`src/rtl/bs_dec_pkg.sv`:
```
`default_nettype none
// bs_dec_pkg -- shared widths, FSM states, fixed-Huffman code ranges and
// length/distance tables for the fixed-Huffman block decoder (rev 1.0).
package bs_dec_pkg;

  // Widths shared with the bitstream writer
  localparam int PKG_LIT_DAT_WD = 8;
  localparam int PKG_LEN_DAT_WD = 7;
  localparam int PKG_DIS_DAT_WD = 7;
  localparam int PKG_DATA_WD    = 32;
  localparam int PKG_BUF_WD     = 64;

  typedef enum logic [3:0] {
    ST_IDLE    = 4'd0,
    ST_HDR     = 4'd1,
    ST_SYM     = 4'd2,
    ST_LEN_EXT = 4'd3,
    ST_DIS_SYM = 4'd4,
    ST_DIS_EXT = 4'd5,
    ST_OUT     = 4'd6,
    ST_DONE    = 4'd7,
    ST_ERR     = 4'd8
  } dec_state_e;

  localparam int HDR_BITS      = 3;
  localparam int DIS_CODE_BITS = 5;
  localparam int PEEK_WD       = 9;
  localparam int USE_WD        = 4;

  // Fixed-Huffman literal/length code ranges, expressed in code order
  localparam logic [6:0] SYM7_MAX   = 7'b0010111;
  localparam logic [7:0] SYM8A_LO   = 8'b00110000;
  localparam logic [7:0] SYM8A_HI   = 8'b10111111;
  localparam logic [7:0] SYM8B_LO   = 8'b11000000;
  localparam logic [7:0] SYM8B_HI   = 8'b11000111;
  localparam logic [8:0] SYM9_LO    = 9'b110010000;
  localparam logic [8:0] SYM8B_BASE = 9'd280;
  localparam logic [8:0] SYM9_BASE  = 9'd144;
  localparam logic [8:0] SYM_EOB    = 9'd256;
  localparam logic [8:0] SYM_LEN_LO = 9'd257;
  localparam logic [8:0] SYM_LEN_HI = 9'd276;

  localparam logic [4:0] DIS_CODE_MAX = 5'd11;
  localparam logic [7:0] MAX_LEN      = 8'd64;

  // Length table indexed by symbol - 257
  function automatic logic [6:0] len_base(input logic [4:0] idx);
    logic [6:0] b;
    case (idx)
      5'd0:  b = 7'd3;   5'd1:  b = 7'd4;   5'd2:  b = 7'd5;   5'd3:  b = 7'd6;
      5'd4:  b = 7'd7;   5'd5:  b = 7'd8;   5'd6:  b = 7'd9;   5'd7:  b = 7'd10;
      5'd8:  b = 7'd11;  5'd9:  b = 7'd13;  5'd10: b = 7'd15;  5'd11: b = 7'd17;
      5'd12: b = 7'd19;  5'd13: b = 7'd23;  5'd14: b = 7'd27;  5'd15: b = 7'd31;
      5'd16: b = 7'd35;  5'd17: b = 7'd43;  5'd18: b = 7'd51;  5'd19: b = 7'd59;
      default: b = 7'd0;
    endcase
    return b;
  endfunction

  function automatic logic [2:0] len_ebits(input logic [4:0] idx);
    logic [4:0] grp;
    grp = (idx - 5'd8) >> 2;
    return (idx < 5'd8) ? 3'd0 : 3'(grp + 5'd1);
  endfunction

  function automatic logic [6:0] dis_base(input logic [3:0] code);
    logic [6:0] b;
    case (code)
      4'd0: b = 7'd1;   4'd1: b = 7'd2;   4'd2:  b = 7'd3;   4'd3:  b = 7'd4;
      4'd4: b = 7'd5;   4'd5: b = 7'd7;   4'd6:  b = 7'd9;   4'd7:  b = 7'd13;
      4'd8: b = 7'd17;  4'd9: b = 7'd25;  4'd10: b = 7'd33;  4'd11: b = 7'd49;
      default: b = 7'd0;
    endcase
    return b;
  endfunction

  function automatic logic [2:0] dis_ebits(input logic [3:0] code);
    logic [3:0] half;
    half = (code >> 1) - 4'd1;
    return (code < 4'd4) ? 3'd0 : 3'(half);
  endfunction

  function automatic logic [3:0] low_mask(input logic [2:0] n);
    logic [4:0] m;
    m = (5'd1 << n) - 5'd1;
    return m[3:0];
  endfunction

  // Huffman codes are packed MSB-first, so the LSB-first buffer is reversed
  function automatic logic [8:0] rev9(input logic [8:0] v);
    logic [8:0] r;
    for (int k = 0; k < 9; k++) r[8-k] = v[k];
    return r;
  endfunction

  function automatic logic [4:0] rev5(input logic [4:0] v);
    logic [4:0] r;
    for (int k = 0; k < 5; k++) r[4-k] = v[k];
    return r;
  endfunction

endpackage
`default_nettype wire

```
`src/rtl/bs_dec_bitbuf.sv`:
```
`default_nettype none
// bs_dec_bitbuf -- byte-swapping 64-bit LSB-first bit buffer with word append,
// bit consume and peek for the fixed-Huffman decoder (rev 1.0).
module bs_dec_bitbuf #(
  parameter int DATA_WD = 32,
  parameter int BUF_WD  = 64,
  parameter int CNT_WD  = $clog2(BUF_WD) + 1,
  parameter int PEEK_WD = 9,
  parameter int USE_WD  = 4
) (
  input  logic               clk,
  input  logic               rstn,
  input  logic               clr_i,
  input  logic               act_i,
  input  logic               val_i,
  input  logic [DATA_WD-1:0] dat_i,
  input  logic [USE_WD-1:0]  use_i,
  output logic               rdy_o,
  output logic [PEEK_WD-1:0] peek_o,
  output logic [CNT_WD-1:0]  cnt_o
);

  logic [DATA_WD-1:0] dat_swp;
  logic [BUF_WD-1:0]  bits_q, bits_d;
  logic [CNT_WD-1:0]  cnt_q, cnt_d, cnt_rem;
  logic               acc;

  // Stream byte 0 sits in the top byte of the word; it must land at bit 0
  for (genvar gi = 0; gi < DATA_WD / 8; gi++) begin : g_swap
    assign dat_swp[8*gi +: 8] = dat_i[DATA_WD - 8*(gi+1) +: 8];
  end

  assign rdy_o  = act_i & ~clr_i & (cnt_q <= CNT_WD'(DATA_WD));
  assign acc    = val_i & rdy_o;
  assign peek_o = bits_q[PEEK_WD-1:0];
  assign cnt_o  = cnt_q;

  always_comb begin
    cnt_rem = cnt_q - CNT_WD'(use_i);
    bits_d  = bits_q >> use_i;
    cnt_d   = cnt_rem;
    if (acc) begin
      bits_d = bits_d | ({{(BUF_WD-DATA_WD){1'b0}}, dat_swp} << cnt_rem);
      cnt_d  = cnt_rem + CNT_WD'(DATA_WD);
    end
    if (clr_i) begin
      bits_d = '0;
      cnt_d  = '0;
    end
  end

  always_ff @(posedge clk or negedge rstn) begin
    if (!rstn) begin
      bits_q <= '0;
      cnt_q  <= '0;
    end else begin
      bits_q <= bits_d;
      cnt_q  <= cnt_d;
    end
  end

endmodule
`default_nettype wire

```
`src/rtl/bs_dec_fixed.sv`:
```
`default_nettype none
// bs_dec_fixed -- single final fixed-Huffman deflate block decoder producing
// literal / match / end-of-block tokens from a 32-bit word stream (rev 1.0).
module bs_dec_fixed
  import bs_dec_pkg::*;
#(
  parameter int LIT_DAT_WD = PKG_LIT_DAT_WD,
  parameter int LEN_DAT_WD = PKG_LEN_DAT_WD,
  parameter int DIS_DAT_WD = PKG_DIS_DAT_WD,
  parameter int DATA_WD    = PKG_DATA_WD,
  parameter int BUF_WD     = PKG_BUF_WD
) (
  input  logic                  clk,
  input  logic                  rstn,
  input  logic                  start_i,
  input  logic                  val_i,
  input  logic [DATA_WD-1:0]    dat_i,
  output logic                  rdy_o,
  output logic                  val_o,
  input  logic                  rdy_i,
  output logic                  flg_lit_o,
  output logic [LIT_DAT_WD-1:0] lit_dat_o,
  output logic [LEN_DAT_WD-1:0] len_dat_o,
  output logic [DIS_DAT_WD-1:0] dis_dat_o,
  output logic                  lst_o,
  output logic                  done_o,
  output logic                  err_o
);

  localparam int CNT_WD = $clog2(BUF_WD) + 1;

  dec_state_e            state_q, state_d;
  logic                  flg_lit_q, flg_lit_d;
  logic [LIT_DAT_WD-1:0] lit_dat_q, lit_dat_d;
  logic [LEN_DAT_WD-1:0] len_dat_q, len_dat_d;
  logic [DIS_DAT_WD-1:0] dis_dat_q, dis_dat_d;
  logic                  lst_q, lst_d;
  logic [4:0]            len_idx_q, len_idx_d;
  logic [3:0]            dis_code_q, dis_code_d;

  logic [PEEK_WD-1:0] peek;
  logic [CNT_WD-1:0]  cnt;
  logic [USE_WD-1:0]  use_bits;
  logic               clr;
  logic               act;

  logic [8:0] code9;
  logic [7:0] code8;
  logic [6:0] code7;
  logic [8:0] sym;
  logic [3:0] sym_len;
  logic [2:0] len_eb, dis_eb;
  logic [3:0] len_ext, dis_ext;
  logic [7:0] len_sum, dis_sum;
  logic [4:0] dis_code5;
  logic [8:0] len_idx_full;

  assign act = (state_q == ST_HDR) || (state_q == ST_SYM) || (state_q == ST_LEN_EXT) ||
               (state_q == ST_DIS_SYM) || (state_q == ST_DIS_EXT);

  bs_dec_bitbuf #(
    .DATA_WD (DATA_WD),
    .BUF_WD  (BUF_WD),
    .CNT_WD  (CNT_WD),
    .PEEK_WD (PEEK_WD),
    .USE_WD  (USE_WD)
  ) u_bitbuf (
    .clk    (clk),
    .rstn   (rstn),
    .clr_i  (clr),
    .act_i  (act),
    .val_i  (val_i),
    .dat_i  (dat_i),
    .use_i  (use_bits),
    .rdy_o  (rdy_o),
    .peek_o (peek),
    .cnt_o  (cnt)
  );

  assign code9 = rev9(peek);
  assign code8 = code9[8:1];
  assign code7 = code9[8:2];

  // Code length is chosen from its own prefix, so zero bits above cnt never
  // pick a shorter code than the real one; the stall check covers the rest.
  always_comb begin
    sym     = 9'd0;
    sym_len = 4'd9;
    if (code7 <= SYM7_MAX) begin
      sym     = SYM_EOB + 9'(code7);
      sym_len = 4'd7;
    end else if ((code8 >= SYM8A_LO) && (code8 <= SYM8A_HI)) begin
      sym     = 9'(code8 - SYM8A_LO);
      sym_len = 4'd8;
    end else if ((code8 >= SYM8B_LO) && (code8 <= SYM8B_HI)) begin
      sym     = SYM8B_BASE + 9'(code8[2:0]);
      sym_len = 4'd8;
    end else begin
      sym     = SYM9_BASE + (code9 - SYM9_LO);
      sym_len = 4'd9;
    end
  end

  assign len_idx_full = sym - SYM_LEN_LO;
  assign len_eb       = len_ebits(len_idx_q);
  assign len_ext      = peek[3:0] & low_mask(len_eb);
  assign len_sum      = {1'b0, len_base(len_idx_q)} + {4'd0, len_ext};
  assign dis_code5    = rev5(peek[4:0]);
  assign dis_eb       = dis_ebits(dis_code_q);
  assign dis_ext      = peek[3:0] & low_mask(dis_eb);
  assign dis_sum      = {1'b0, dis_base(dis_code_q)} + {4'd0, dis_ext};

  always_comb begin
    state_d    = state_q;
    flg_lit_d  = flg_lit_q;
    lit_dat_d  = lit_dat_q;
    len_dat_d  = len_dat_q;
    dis_dat_d  = dis_dat_q;
    lst_d      = lst_q;
    len_idx_d  = len_idx_q;
    dis_code_d = dis_code_q;
    use_bits   = '0;
    clr        = 1'b0;

    case (state_q)
      ST_HDR: begin
        if (cnt >= CNT_WD'(HDR_BITS)) begin
          use_bits = USE_WD'(HDR_BITS);
          state_d  = (peek[0] && peek[1] && !peek[2]) ? ST_SYM : ST_ERR;
        end
      end
      ST_SYM: begin
        if (cnt >= CNT_WD'(sym_len)) begin
          use_bits = sym_len;
          if (sym < SYM_EOB) begin
            flg_lit_d = 1'b1;
            lit_dat_d = LIT_DAT_WD'(sym[7:0]);
            len_dat_d = '0;
            dis_dat_d = '0;
            lst_d     = 1'b0;
            state_d   = ST_OUT;
          end else if (sym == SYM_EOB) begin
            flg_lit_d = 1'b0;
            lit_dat_d = '0;
            len_dat_d = '0;
            dis_dat_d = '0;
            lst_d     = 1'b1;
            state_d   = ST_OUT;
          end else if (sym <= SYM_LEN_HI) begin
            len_idx_d = len_idx_full[4:0];
            state_d   = ST_LEN_EXT;
          end else begin
            state_d = ST_ERR;
          end
        end
      end
      ST_LEN_EXT: begin
        if (cnt >= CNT_WD'(len_eb)) begin
          use_bits  = USE_WD'(len_eb);
          len_dat_d = LEN_DAT_WD'(len_sum);
          state_d   = (len_sum > MAX_LEN) ? ST_ERR : ST_DIS_SYM;
        end
      end
      ST_DIS_SYM: begin
        if (cnt >= CNT_WD'(DIS_CODE_BITS)) begin
          use_bits   = USE_WD'(DIS_CODE_BITS);
          dis_code_d = dis_code5[3:0];
          state_d    = (dis_code5 > DIS_CODE_MAX) ? ST_ERR : ST_DIS_EXT;
        end
      end
      ST_DIS_EXT: begin
        if (cnt >= CNT_WD'(dis_eb)) begin
          use_bits  = USE_WD'(dis_eb);
          dis_dat_d = DIS_DAT_WD'(dis_sum);
          flg_lit_d = 1'b0;
          lit_dat_d = '0;
          lst_d     = 1'b0;
          state_d   = ST_OUT;
        end
      end
      ST_OUT: begin
        if (rdy_i) state_d = lst_q ? ST_DONE : ST_SYM;
      end
      ST_DONE: clr = 1'b1;
      default: ;
    endcase

    // A new start aborts whatever is in flight, including a pending token
    if (start_i) begin
      state_d   = ST_HDR;
      clr       = 1'b1;
      use_bits  = '0;
      flg_lit_d = 1'b0;
      lit_dat_d = '0;
      len_dat_d = '0;
      dis_dat_d = '0;
      lst_d     = 1'b0;
    end
  end

  always_ff @(posedge clk or negedge rstn) begin
    if (!rstn) begin
      state_q    <= ST_IDLE;
      flg_lit_q  <= 1'b0;
      lit_dat_q  <= '0;
      len_dat_q  <= '0;
      dis_dat_q  <= '0;
      lst_q      <= 1'b0;
      len_idx_q  <= '0;
      dis_code_q <= '0;
    end else begin
      state_q    <= state_d;
      flg_lit_q  <= flg_lit_d;
      lit_dat_q  <= lit_dat_d;
      len_dat_q  <= len_dat_d;
      dis_dat_q  <= dis_dat_d;
      lst_q      <= lst_d;
      len_idx_q  <= len_idx_d;
      dis_code_q <= dis_code_d;
    end
  end

  assign val_o     = (state_q == ST_OUT);
  assign err_o     = (state_q == ST_ERR);
  assign done_o    = val_o & rdy_i & lst_q;
  assign flg_lit_o = flg_lit_q;
  assign lit_dat_o = lit_dat_q;
  assign len_dat_o = len_dat_q;
  assign dis_dat_o = dis_dat_q;
  assign lst_o     = lst_q;

endmodule
`default_nettype wire

```
`config.mk`:
```
export PLATFORM = sky130hd
export DESIGN_NAME = bs_dec_fixed
export DESIGN_NICKNAME = d
export VERILOG_FILES = /design/src/rtl/bs_dec_pkg.sv /design/src/rtl/bs_dec_bitbuf.sv /design/src/rtl/bs_dec_fixed.sv
export SDC_FILE = /design/constraint.sdc
export NUM_CORES = 1
export LEC_CHECK = 0
export ABC_AREA = 1
export CAP_MARGIN = 20
export CORE_UTILIZATION = 35
export CTS_BUF_LIST = sky130_fd_sc_hd__clkbuf_8 sky130_fd_sc_hd__clkbuf_16
export DETAILED_ROUTE_END_ITERATION = 10
export GPL_TIMING_DRIVEN = 0
export PLACE_DENSITY = 0.56
export SETUP_SLACK_MARGIN = 0.05
export SLEW_MARGIN = 20
export SYNTH_ARGS = -nofsm -noshare
export SYNTH_HDL_FRONTEND = slang
export SYNTH_HIERARCHICAL = 1
export SYNTH_SLANG_ARGS = --single-unit
```
`constraint.sdc`:
```
create_clock -name clk -period 5.8 [get_ports clk]
set_input_delay 0.58 -clock clk [delete_from_list [all_inputs] [get_ports clk]]
set_output_delay 0.58 -clock clk [all_outputs]
set_load 0.02 [all_outputs]
```
==> results of run 1 <==
-- placed cells by master, fill, tap and decap left out, types with 32 or more instances in the layout --
master / synthesis / final
sky130_fd_sc_hd__nand2_1: 577 / 572
sky130_fd_sc_hd__nand3_1: 383 / 374
sky130_fd_sc_hd__nor2_1: 131 / 127
sky130_fd_sc_hd__o21ai_0: 123 / 120
sky130_fd_sc_hd__inv_1: 112 / 111
sky130_fd_sc_hd__dfrtp_1: 108 / 108
sky130_fd_sc_hd__a21oi_1: 83 / 75
sky130_fd_sc_hd__clkdlybuf4s50_1: 0 / 62
sky130_fd_sc_hd__o211ai_1: 52 / 52
sky130_fd_sc_hd__ha_1: 42 / 42
sky130_fd_sc_hd__buf_2: 43 / 37
sky130_fd_sc_hd__clkbuf_1: 42 / 36
sky130_fd_sc_hd__o21ai_1: 30 / 32
sky130_fd_sc_hd__mux2i_1: 32 / 32
-- critical path, delay by kind of cell (launching register included) --
kind            cells  cell delay (ns)
compound gates      3             0.45
fa+ha+maj           3             0.76
buf+inv            11             1.42
flops               1             0.37
simple gates       21             2.38
-- timing repair --
item / CTS / global route
resized for setup: 11 / 43
gates cloned: 0 / 0
endpoints found under the hold margin: 0 / 0
buffers inserted: 1 / 2
pin swaps: 2 / 4
hold buffers: 0 / 0
setup endpoints to repair: 68 / 64
-- synth_stat cells, types with 17 or more instances --
library cell / instances / share of area (%)
sky130_fd_sc_hd__nor3_1: 19 / 0.77
sky130_fd_sc_hd__nor2_1: 131 / 4.0
sky130_fd_sc_hd__or2_2: 25 / 1.3
sky130_fd_sc_hd__o21ai_0: 123 / 5.0
sky130_fd_sc_hd__buf_2: 43 / 1.7
sky130_fd_sc_hd__mux2i_1: 32 / 2.6
sky130_fd_sc_hd__dfrtp_1: 108 / 22
sky130_fd_sc_hd__ha_1: 42 / 4.2
sky130_fd_sc_hd__o211ai_1: 52 / 3.2
sky130_fd_sc_hd__a21oi_1: 83 / 3.4
sky130_fd_sc_hd__buf_6: 17 / 1.5
sky130_fd_sc_hd__clkbuf_1: 42 / 1.3
sky130_fd_sc_hd__inv_1: 112 / 3.4
sky130_fd_sc_hd__nand3_1: 383 / 15
sky130_fd_sc_hd__o21ai_1: 30 / 1.2
sky130_fd_sc_hd__buf_4: 29 / 1.8
sky130_fd_sc_hd__nand2_1: 577 / 18
sky130_fd_sc_hd__nand2_2: 23 / 1.2
-- sequential cells by signal, summed over array words and instances, names as in the netlist --
signal / cells
u_bitbuf/bits_q: 64
lit_dat_o: 8
dis_dat_o: 7
len_dat_o: 7
u_bitbuf/cnt_o: 7
len_idx_q: 5
dis_code_q: 4
state_q: 4
flg_lit_o: 1
lst_o: 1
-- worst max path at each step --
stage / startpoint / endpoint / slack, ns / cells past startpoint
3_3_place_gp: u_bitbuf/bits_q[2] / u_bitbuf/bits_q[42] / -0.85 / 38
5_1_grt: u_bitbuf/bits_q[2] / u_bitbuf/bits_q[28] / 0.04 / 37
6_report: u_bitbuf/bits_q[2] / u_bitbuf/bits_q[42] / 0.29 / 38
2_1_floorplan: u_bitbuf/bits_q[2] / u_bitbuf/bits_q[44] / 1.13 / 38
4_1_cts: u_bitbuf/bits_q[2] / u_bitbuf/bits_q[42] / 0.05 / 36
3_5_place_dp: u_bitbuf/bits_q[2] / u_bitbuf/bits_q[42] / -0.79 / 38
-- power groups by stage --
stage	clock [W]	combinational (W)	sequential (W)
after floorplan	0	0.00446	0.00103
after global placement	0	0.00648	0.00105
after detailed placement	0	0.00645	0.00105
after CTS	0.000685	0.00650	0.00104
after global routing	0.000706	0.00733	0.00106
final	0.000664	0.00676	0.00104
-- cell families after synthesis --
family	share of synthesized area (%)
simple gates	44.7
compound gates	14.9
buf+inv	10.6
flops	21.8
fa+ha+maj	4.73
mux	2.59
xor+xnor	0.637
-- per-layer routing --
layer	track usage, %	vias to the layer above	share of wire (%)
met3	4.70	99	7.4
met2	47.2	613	46
met4	12.5	2	4.2
li1	-	6873	-
met1	37.8	6654	43
met5	0	-	0.025
-- per-stage QoR --
stage	util, %	hold slack (ns)	setup TNS (ns)	power (W)
final	40.6	0.112	0	0.00847
after global routing	40.6	0.155	0	0.00910
after CTS	40.2	0.136	0	0.00822
after detailed placement	39.3	0.457	-35.45	0.00750
after global placement	39.2	0.456	-62.00	0.00753
after floorplan	-	0.284	0	0.00549
-- final cells by class --
cell class / instances / area, um^2
inverter: 130 / 499
buffer: 131 / 837
multi-input combinational: 1634 / 8480
clock buffer: 11 / 253
antenna: 1 / 2.50
clock inverter: 5 / 51.3
fill: 3803 / 20600
sequential: 108 / 2700
timing repair buffer: 67 / 682
tap: 455 / 569
==> metrics.md, run 1 <==
| Metric | Value |
|---|---|
| RSZ-0062 raised after global routing | `false` |
| Placed wire-length estimate after detailed placement | `42800 um` |
| Number of failing hold endpoints at the final stage | `0` |
| # port buffers | `63` |
| Max-cap violations | `0` |
| Clock tree from TritonCTS | `yes` |
| Vias in the first global route | `13297` |
| Standard cell area after detailed placement | `0.0136 mm^2` |
| Starting DRC count in detailed routing | `1457` |
| Max-slew headroom | `53.7%` |
| Floorplan core area | `0.0346 mm^2` |
| Maximum clock rate | `181 MHz` |
| Area of the die | `0.0361 mm^2` |
| Internal power of the cells | `0.00328 W` |
| Relative contribution of the clock network to total power | `7.8%` |
| I/O pin count | `65` |
| Worst min-delay path class | `input port to async pin` |
| Proportion of power drawn by flip-flops and latches | `12.3%` |
| H-tree Lvls | `3` |
| Worst r2r path cells | `38` |
| Die Ht | `190 um` |
| Layout overhead on the synthesized area | `13.8%` |
| Sequential fraction of the synthesis area | `21.8%` |
| Transition time at the pin with the least slew margin | `0.694 ns` |
| Count of cell types in the netlist | `58` |
| Via count normalized by instance count | `5.60` |
| Peak ir drop on the vdd network | `317 uV` |
| Number of standard cells after synthesis | `2007` |
| WP data arrival | `5.80 ns` |
| Maximum clock insertion buffer count | `2` |
| Worst slack after detailed placement | `-0.785 ns` |
| Insertion delay to the later sink of the worst-skew pair | `0.39 ns` |
| Placer congestion estimate | `1.03` |
| Pleak | `6.53 nW` |
| Fin area | `0.0141 mm^2` |
| Run status | `complete, no violations` |
| Sw frac | `61.3%` |
| Routed wirelength normalized by instance count | `20.4 um` |
| Total global routing overflow | `0` |
| CP dominant cell by count | `sky130_fd_sc_hd__nand2_1` |
| Count of state elements after synthesis | `108` |
| Routed via count | `14241` |
| Longest individual stage delay on the worst path | `0.37 ns` |
| Sinks on the clock net | `108` |
| Fraction of layout instances using a drive strength above 1 | `11.6%` |
| Post-placement cell count | `2526` |
| Async SR Flop Fraction | `100%` |
| First-pass GRT wire length | `79100 um` |
| Kind of end point of the critical path | `flip-flop` |
| Number of antenna violations at the first check in global routing | `1` |
| Clock input transition at the sequential cells of the worst setup and hold paths | `0.08 ns` |
| Initial standard-cell utilization of the core | `35.7%` |
| Switching pwr | `0.00519 W` |
| Count of flip-flops with a built-in enable after synthesis | `0` |
| Post-route fraction of the period consumed by the critical path | `95.0%` |
| Gate power share | `79.9%` |
| Power density over cell area | `602 mW/mm^2` |
| Number of standard-cell rows in the floorplan | `68` |
| Num CTS Buffers | `9` |
| Overall Global Routing Usage | `29.0%` |
| Number of standard cells in the layout, taps in and fillers out | `2542` |
| Worst R2R End | `u_bitbuf/bits_q[42]` |
| Synthesized Nets | `2089` |
| Area of the mapped netlist | `0.0124 mm^2` |
| Number of search-and-repair iterations in the first detailed-routing pass | `6` |
| Count of final max-slew check failures | `0` |
| Worst-path cell with the longest stage delay | `sky130_fd_sc_hd__dfrtp_1` |
| Launch instance of the worst register-to-register path | `u_bitbuf/bits_q[2]` |
| Number of warning messages in the yosys log | `6` |
| Worst endpoint required time | `6.09 ns` |
| Average size of a mapped cell | `6.16 um^2` |
| Final count of negative-setup-slack endpoints | `0` |
| Critical-path maximum fanout | `19` |
| Slack of the worst reg-to-reg path | `0.29 ns` |
| Maximum number of pins on one net before global-route repair | `60` |
| Antenna violation net count after detailed routing | `0` |
| Final worst clock skew | `0.0127 ns` |
| Time the worst path needs with I/O delays and setup | `5.51 ns` |
| Element type at the critical path start | `flip-flop` |
| Horiz. Die Dim | `190 um` |
| Most used flip-flop cell after synthesis | `sky130_fd_sc_hd__dfrtp_1` |
| Min setup slack post-route | `0.289 ns` |
| Residual DRC count | `0` |
| CP Class | `flip-flop to flip-flop` |
| Sum of routed wire length over all layers | `51900 um` |
| Clk root buf | `sky130_fd_sc_hd__clkbuf_16` |
| Net count of the finished layout | `2163` |
Power figures use the tool's default switching activity.
==> run 2, diff against run 1 <==
--- a/config.mk
+++ b/config.mk
@@ -6,6 +6,7 @@
 export NUM_CORES = 1
 export LEC_CHECK = 0
 export ABC_AREA = 1
+export ABC_CLOCK_PERIOD_IN_PS = 5800
 export CAP_MARGIN = 20
 export CORE_UTILIZATION = 35
 export CTS_BUF_LIST = sky130_fd_sc_hd__clkbuf_8 sky130_fd_sc_hd__clkbuf_16
==> results of run 2 <==
Same layout as run 1: the final DEF is identical, and so are final timing and power.
